--- src/rtl/fir_pkg.sv ---
// Shared FIR delay-line definitions: default sizes and the reader/MAC state encoding.
package fir_pkg;

  localparam int DW_DEF    = 8;
  localparam int NTAPS_DEF = 5;

  typedef enum logic {
    IDLE  = 1'b0,
    BURST = 1'b1
  } state_t;

endpackage

--- src/rtl/fir_mod_counter.sv ---
// Modulo-N up/down counter with parallel load; cnt_dn exposes the wrapped predecessor.
module fir_mod_counter #(
  parameter int N = 5,
  parameter int W = $clog2(N)
) (
  input  logic         clk,
  input  logic         rst,
  input  logic         inc,
  input  logic         dec,
  input  logic         load,
  input  logic [W-1:0] load_val,
  output logic [W-1:0] cnt,
  output logic [W-1:0] cnt_dn
);

  localparam logic [W-1:0] MAX = W'(N - 1);

  logic [W-1:0] cnt_up;

  assign cnt_up = (cnt == MAX) ? '0 : cnt + 1'b1;
  assign cnt_dn = (cnt == '0) ? MAX : cnt - 1'b1;

  // load wins over inc, inc over dec
  always_ff @(posedge clk) begin
    if (rst)       cnt <= '0;
    else if (load) cnt <= load_val;
    else if (inc)  cnt <= cnt_up;
    else if (dec)  cnt <= cnt_dn;
  end

endmodule

--- src/rtl/fir_tap_reader.sv ---
// FIR delay-line reader: store one sample, then stream NTAPS taps newest-to-oldest.
// Optional FIR_TAP_READER_WARMUP_SKIP_EN suppresses bursts until the line is primed.
module fir_tap_reader
  import fir_pkg::*;
#(
  parameter  int DW    = DW_DEF,
  parameter  int NTAPS = NTAPS_DEF,
  localparam int IDXW  = $clog2(NTAPS)
) (
  input  logic            clk,
  input  logic            rst,
  input  logic            s_valid,
  output logic            s_ready,
  input  logic [DW-1:0]   s_data,
  output logic            t_valid,
  input  logic            t_ready,
  output logic [DW-1:0]   t_data,
  output logic [IDXW-1:0] t_idx,
  output logic            t_last,
  output logic            primed
);

  localparam int CW = $clog2(NTAPS + 1);

  state_t                  state, state_nxt;
  logic [NTAPS-1:0][DW-1:0] mem;
  logic [IDXW-1:0]         wr_ptr, rd_ptr, rd_dn, wr_dn_unused;
  logic [CW-1:0]           acc_cnt;
  logic                    accept, xfer, primed_nxt, burst_go;

  assign s_ready    = (state == IDLE) && !rst;
  assign accept     = s_valid && s_ready;
  assign xfer       = t_valid && t_ready;
  assign primed     = (acc_cnt == CW'(NTAPS));
  assign primed_nxt = primed || (acc_cnt == CW'(NTAPS - 1));

`ifdef FIR_TAP_READER_WARMUP_SKIP_EN
  assign burst_go = accept && primed_nxt;
`else
  assign burst_go = accept;
`endif

  fir_mod_counter #(.N(NTAPS), .W(IDXW)) u_wr_ptr (
    .clk      (clk),
    .rst      (rst),
    .inc      (accept),
    .dec      (1'b0),
    .load     (1'b0),
    .load_val ('0),
    .cnt      (wr_ptr),
    .cnt_dn   (wr_dn_unused)
  );

  // rd_ptr starts at the slot being written; the first beat bypasses mem
  fir_mod_counter #(.N(NTAPS), .W(IDXW)) u_rd_ptr (
    .clk      (clk),
    .rst      (rst),
    .inc      (1'b0),
    .dec      (xfer),
    .load     (accept),
    .load_val (wr_ptr),
    .cnt      (rd_ptr),
    .cnt_dn   (rd_dn)
  );

  always_ff @(posedge clk) begin
    if (rst) begin
      mem     <= '0;
      acc_cnt <= '0;
    end else if (accept) begin
      mem[wr_ptr] <= s_data;
      if (!primed) acc_cnt <= acc_cnt + 1'b1;
    end
  end

  always_ff @(posedge clk) begin
    if (rst) state <= IDLE;
    else     state <= state_nxt;
  end

  always_comb begin
    state_nxt = state;
    case (state)
      IDLE:    if (burst_go)      state_nxt = BURST;
      BURST:   if (xfer && t_last) state_nxt = IDLE;
      default: state_nxt = IDLE;
    endcase
  end

  always_ff @(posedge clk) begin
    if (rst) begin
      t_valid <= 1'b0;
      t_data  <= '0;
      t_idx   <= '0;
      t_last  <= 1'b0;
    end else if (burst_go) begin
      t_valid <= 1'b1;
      t_data  <= s_data;
      t_idx   <= '0;
      t_last  <= 1'b0;
    end else if (xfer) begin
      if (t_last) begin
        t_valid <= 1'b0;
        t_idx   <= '0;
        t_last  <= 1'b0;
      end else begin
        t_data  <= mem[rd_dn];
        t_idx   <= t_idx + 1'b1;
        t_last  <= (t_idx == IDXW'(NTAPS - 2));
      end
    end
  end

endmodule
--- config.mk ---
export PLATFORM = sky130hd
export DESIGN_NAME = fir_tap_reader
export DESIGN_NICKNAME = d
export VERILOG_FILES = /design/src/rtl/fir_pkg.sv /design/src/rtl/fir_mod_counter.sv /design/src/rtl/fir_tap_reader.sv
export SDC_FILE = /design/constraint.sdc
export NUM_CORES = 1
export LEC_CHECK = 0
export ABC_AREA = 1
export BUFFER_PORTS_ARGS = -buffer_cell sky130_fd_sc_hd__clkbuf_2
export CORE_AREA = 8 8 113 95
export DETAILED_ROUTE_END_ITERATION = 7
export DIE_AREA = 0 0 121 103
export HOLD_SLACK_MARGIN = 0.12
export PLACE_DENSITY = 0.5
export SLEW_MARGIN = 30
export SYNTH_ARGS = -nofsm -noshare
export SYNTH_HDL_FRONTEND = slang
export SYNTH_SLANG_ARGS = --single-unit
--- constraint.sdc ---
create_clock -name clk -period 1.9 [get_ports clk]
set_clock_uncertainty 0.1 [all_clocks]
set_input_delay 0.38 -clock clk [delete_from_list [all_inputs] [get_ports clk]]
set_output_delay 0.38 -clock clk [all_outputs]
set_load 0.03 [all_outputs]
; After elaboration in Yosys (flattened, before gate mapping)
; Cells that the tools add are included.
[classes]
add_sub_neg = 4
order_cmp = 3
n_eq_ne = 4
muxes = 20
n_bitwise = 2
reduce_logical = 13
[ops]
columns = cell, n
row1 = $bwmux 40, 1
row2 = $mux 8, 5
row3 = $bmux 8 s3, 1
row4 = $demux 8 s3, 1
row5 = $mux 3, 5
row6 = $add 3x1->3 const B, 3
row7 = $lt 3x4->1 const B, 2
row8 = $eq 3x3->1 const B, 2
row9 = $mux 1, 6
row10 = $reduce_and 2->1, 3
row11 = $logic_and 1x1->1, 5
row12 = $reduce_bool 2->1, 2
row13 = $eq 3x2->1 const B, 1
row14 = $ge 3x1->1 const B, 1
row15 = $logic_not 3->1, 1
row16 = $sub 3x1->3 const B, 1
row17 = $ne 2x1->1 const B, 1
row18 = $not 1->1, 2
row19 = $pmux 1 s2, 1
row20 = $reduce_or 2->1, 1
row21 = $logic_not 1->1, 1
[word_totals]
regBits = 63
output_inout_bits = 15
wordCells = 59

; Depth between registers and ports, before layout
[logic_depth]
depth_word = 7
ltp_mapped = 12
ltp_nobuf = 12

; Hierarchy
; A second synthesis with hierarchy kept.
[unflattened]
cells_unflattened = 484
hier_area_um2 = 3415.8
[by_module_without_submodules]
columns = module, n_inst, cells_each, area_per_inst_um2, seq_area_each_um2
row1 = fir_tap_reader, 1, 388, 2832.7, 1141.1
row2 = fir_mod_counter, 2, 48, 291.5, 60.1

; Worst setup path before layout
; Ideal clock, no wire load.
[synth_path]
path_kind = flip-flop to flip-flop
from = reg u_rd_ptr.cnt[0]
to = reg t_data[6]
t_arrival_ns = 1.557
required_ns = 1.732
slack_ns = 0.175
stages_incl_launch_ff = 11
n_path_buf = 1
period_less_slack_ns = 1.725
cell_sequence = dfxtp_1 > nor2_2 > ha_1 > buf_2 > nor2_2 > nand3_4 > nor2_1 > nor2_1 > nand2_1 > nand2_1 > a21oi_2
[synth_via]
elab_chain_cells = 7
elab_cells_between_ends = 8
classes_between = add/sub (1) / mux (6) / reduce/logical (1)
[synth_lines]
columns = item, line_no
row1 = from (decl), fir_mod_counter.sv:12  ; output logic [W-1:0] cnt,
row2 = from (signal assigned), fir_mod_counter.sv:26  ; else if (load) cnt <= load_val;
row3 = from (signal assigned), fir_mod_counter.sv:27  ; else if (inc) cnt <= cnt_up;
row4 = from (signal assigned), fir_mod_counter.sv:28  ; else if (dec) cnt <= cnt_dn;
row5 = $sub 3x1->3 or $logic_not 3->1 (tied branches), fir_mod_counter.sv:21  ; assign cnt_dn = (cnt == '0) ? MAX : cnt - 1'b1;
row6 = $mux 3 (*), fir_mod_counter.sv:21
row7 = $bmux 8 s3 (*), fir_tap_reader.sv:107  ; t_data <= mem[rd_dn];
row8 = $mux 8 (implied by the code) (*), fir_tap_reader.sv:107
row9 = $mux 8 (*), fir_tap_reader.sv:102  ; if (t_last) begin
row10 = $mux 8 (*), fir_tap_reader.sv:101  ; end else if (xfer) begin
row11 = $mux 8 (*), fir_tap_reader.sv:96  ; end else if (burst_go) begin
row12 = to (signal assigned), fir_tap_reader.sv:98  ; t_data <= s_data;
row13 = to (signal assigned), fir_tap_reader.sv:107
row14 = to (decl), fir_tap_reader.sv:17  ; output logic [DW-1:0] t_data,
; Mark *: on every way between the ends. The rest lies on a longest branch, timed or not. The select of a mux whose other input is x is not followed.
; A chain may end at the register's enable or synchronous reset.

; Final worst setup path
[layout_path]
from = reg acc_cnt[1]
to = out primed
[layout_via]
elab_chain_cells = 1
[layout_lines]
columns = item, line_no
row1 = from (decl), fir_tap_reader.sv:28  ; logic [CW-1:0] acc_cnt;
row2 = from (signal assigned), fir_tap_reader.sv:72  ; if (!primed) acc_cnt <= acc_cnt + 1'b1;
row3 = $eq 3x3->1, fir_tap_reader.sv:34  ; assign primed = (acc_cnt == CW'(NTAPS));
row4 = to (decl), fir_tap_reader.sv:20  ; output logic primed
; Every way passes these cells.

==> qor.txt <==
Status: finished clean
CTS tree: yes
Startpoint types: flip-flop
GP Congestion: 0.803
DR pass1 iterations: 4
Tcrit/Tclk final: 0.913
Synth cell types: 31
Post-synthesis adder-cell area fraction: 0.0290
Hpwl dp: 5500 microns
Max IR drop VDD: 0.301 mV
Clk slew on worst S/H paths: 0.07 ns
Rel. slew slack: 0.752
Dominant cell by count in the synthesized netlist: nand2_1
Die X: 121 microns
DRC: 0
Syn nets: 453
Worst reg2reg path startpoint: u_rd_ptr.cnt[1]
R2R Path End: t_data[2]
Type of the most critical hold path: in2reg
Max Cap Viol: 0
Detail Route Antenna Nets: 0
Remaining Overflow, GRT: 0
Root Driver: clkbuf_8
Final min period: 1.73 ns
R2R cell count: 11
Hold Path Sink: t_idx[0]
Via density: 4.59
Setup TNS Final: 0 ns
Xor and xnor area share after synthesis: 0.00290
Post-synthesis mux area share: 0
All-Layer GR Usage: 0.135
Post-synthesis async set-or-reset flop share: 0
Pre-CTS WS: 0.117 ns
Share of layout cells above drive strength 1: 0.172
Synth Flop Type: dfxtp_1
Final setup vio count: 0
Hold path depth: 4
Nets: 486
P&R area growth vs syn: 16.0%
Netlist Area Pre-Place: 3020 sq um
Synth Area in Compound Gates: 0.162
Synth area leaders: dfxtp_1, nand2_1, nor2_1, o21ai_0, inv_1
Setup slack, reg-to-reg: 0.18 ns
Hold path startpoint: t_ready
Initial drt markers: 182
Initial Util: 0.343
Simple-gate share of the synthesized area: 0.296
Std-Cell Core Area: 8800 sq um
Sink Count: 63
Slew Limit Fails: 0
Largest area contributor in the netlist: dfxtp_1
Pleak: 1.58 nW
Crit. End Element: primary output
Critical path type: reg2out
Flops & latches, synth: 63
Final WS setup: 0.166 ns
Worst-path fanout max: 4
Post-synth EDFFs: 0
Full die area: 12500 sq um
Clk_lat worst skew: 0.33 ns
Yosys warns: 0
Pwr per Cell Area: 857 nW/um^2
First-pass GRT wire length: 13200 microns
Final Hold Vio Count: 0
Hold_buf cts: 0
Syn Inst Count: 434
CTS Buf Count: 9
# H-tree levels: 3
Crit path DAT: 1.25 ns
Most instantiated cells after synthesis: nand2_1, nor2_1, dfxtp_1, o21ai_0, inv_1
Clock Tree Buf Depth: 2
Slew @ Worst Pin: 0.371 ns
Vias in the first global route: 2626
CP required: 1.42 ns
Site Rows: 31
Ports: 27
WL per Instance: 13.1 microns
Sequential area share after synthesis: 0.418
Die Span Y: 103 microns
# diodes: 0
Non-filler cells, final: 587
Cells after DPL: 571
Largest net degree at the start of global routing: 33
Wirelength, routed: 7710 microns
Max Freq: 577 MHz
Initial antenna violation count: 0
Average cell area after synthesis: 6.96 sq um
Share of the synthesized area in the top cell type: 0.418
Main combinational cell family by area after synthesis: simple AND/OR/NAND/NOR gates
PortBufs: 26
Via count: 2696
==> area by class of cell <==
cell class,instances,area (sq um)
clock buffers,14,183
clock inverters,2,12.5
fillers,952,5300
inverters,51,191
multi-input cells,305,1490
flip-flops and latches,63,1260
well taps,115,144
repair buffers,37,225
==> sequential cells by signal (all words and copies together) (netlist names) <==
register / cells
mem: 40
t_data: 8
acc_cnt: 3
t_idx: 3
u_rd_ptr.cnt: 3
u_wr_ptr.cnt: 3
state: 1
t_last: 1
t_valid: 1
==> how the worst max path moves through the flow <==
stage	endpoint	slack [ns]	cells past startpoint	startpoint
6_report	primed	0.17	5	acc_cnt[1]
5_1_grt	t_data[1]	-0.004	11	u_rd_ptr.cnt[1]
4_1_cts	t_data[6]	0.09	12	u_rd_ptr.cnt[1]
3_5_place_dp	t_data[2]	0.12	11	u_rd_ptr.cnt[1]
3_3_place_gp	t_data[6]	0.15	12	u_rd_ptr.cnt[1]
2_1_floorplan	t_data[6]	0.17	10	u_rd_ptr.cnt[0]
==> layer usage <==
metal,up-vias,GRT usage,routed length (microns)
met1,1202,0.175,3860
met5,-,0,0
met4,0,0.0546,75
li1,1438,-,-
met3,6,0.0383,328
met2,50,0.207,3450
==> kinds of logic after synthesis <==
logic type,after synthesis
simple gates,207
compound gates,90
buf+inv,66
flops,63
fa+ha+maj,7
xor+xnor,1
==> report_power, final <==
group,internal (mW),total (mW),switching [mW]
Sequential,1.37,1.40,0.0284
Combinational,0.154,0.471,0.317
Clock,0.615,1.13,0.518
==> per-stage QoR <==
stage               cell area (sq um)  power, mW  hold slack (ns)   util
global route                     3500       3.17            0.285  0.398
global placement                 3300       1.90            0.338  0.375
CTS                              3500       3.05            0.256  0.397
detailed placement               3300       1.90            0.343  0.375
finish                           3500       3.00            0.277  0.398
floorplan                        3020       1.76            0.329      -
==> cell usage in the layout, fill, tap and decap left out, types with 2 or more instances in the layout <==
| cell type | instances |
|---|---|
| nand2_1 | 107 |
| o221ai_1 | 2 |
| o21ai_0 | 48 |
| inv_1 | 42 |
| clkbuf_8 | 13 |
| a211oi_1 | 2 |
| inv_2 | 9 |
| a21oi_2 | 3 |
| nor2_1 | 68 |
| nand2_4 | 2 |
| dfxtp_1 | 63 |
| buf_4 | 10 |
| ha_1 | 7 |
| nor2_4 | 4 |
| clkbuf_2 | 26 |
| a21oi_1 | 28 |
| nor2_2 | 2 |
| o21ai_1 | 4 |
| nand3_1 | 15 |
| nand2_2 | 4 |
==> critical path: stages, from the launching register on <==
cell and delay, ns:
dfxtp_1 0.34, inv_1 0.06, ha_1 0.17, nand2_1 0.12
inv_1 0.06, clkbuf_2 0.18
==> timing repair <==
| action | 4_1_cts | 5_1_grt |
|---|---|---|
| hold endpoints to repair | 0 | 0 |
| buffers inserted | 0 | 0 |
| endpoints found under the setup margin | 0 | 8 |
| gates resized for setup | 0 | 1 |
No activity file was read; power rests on OpenSTA's default activity.
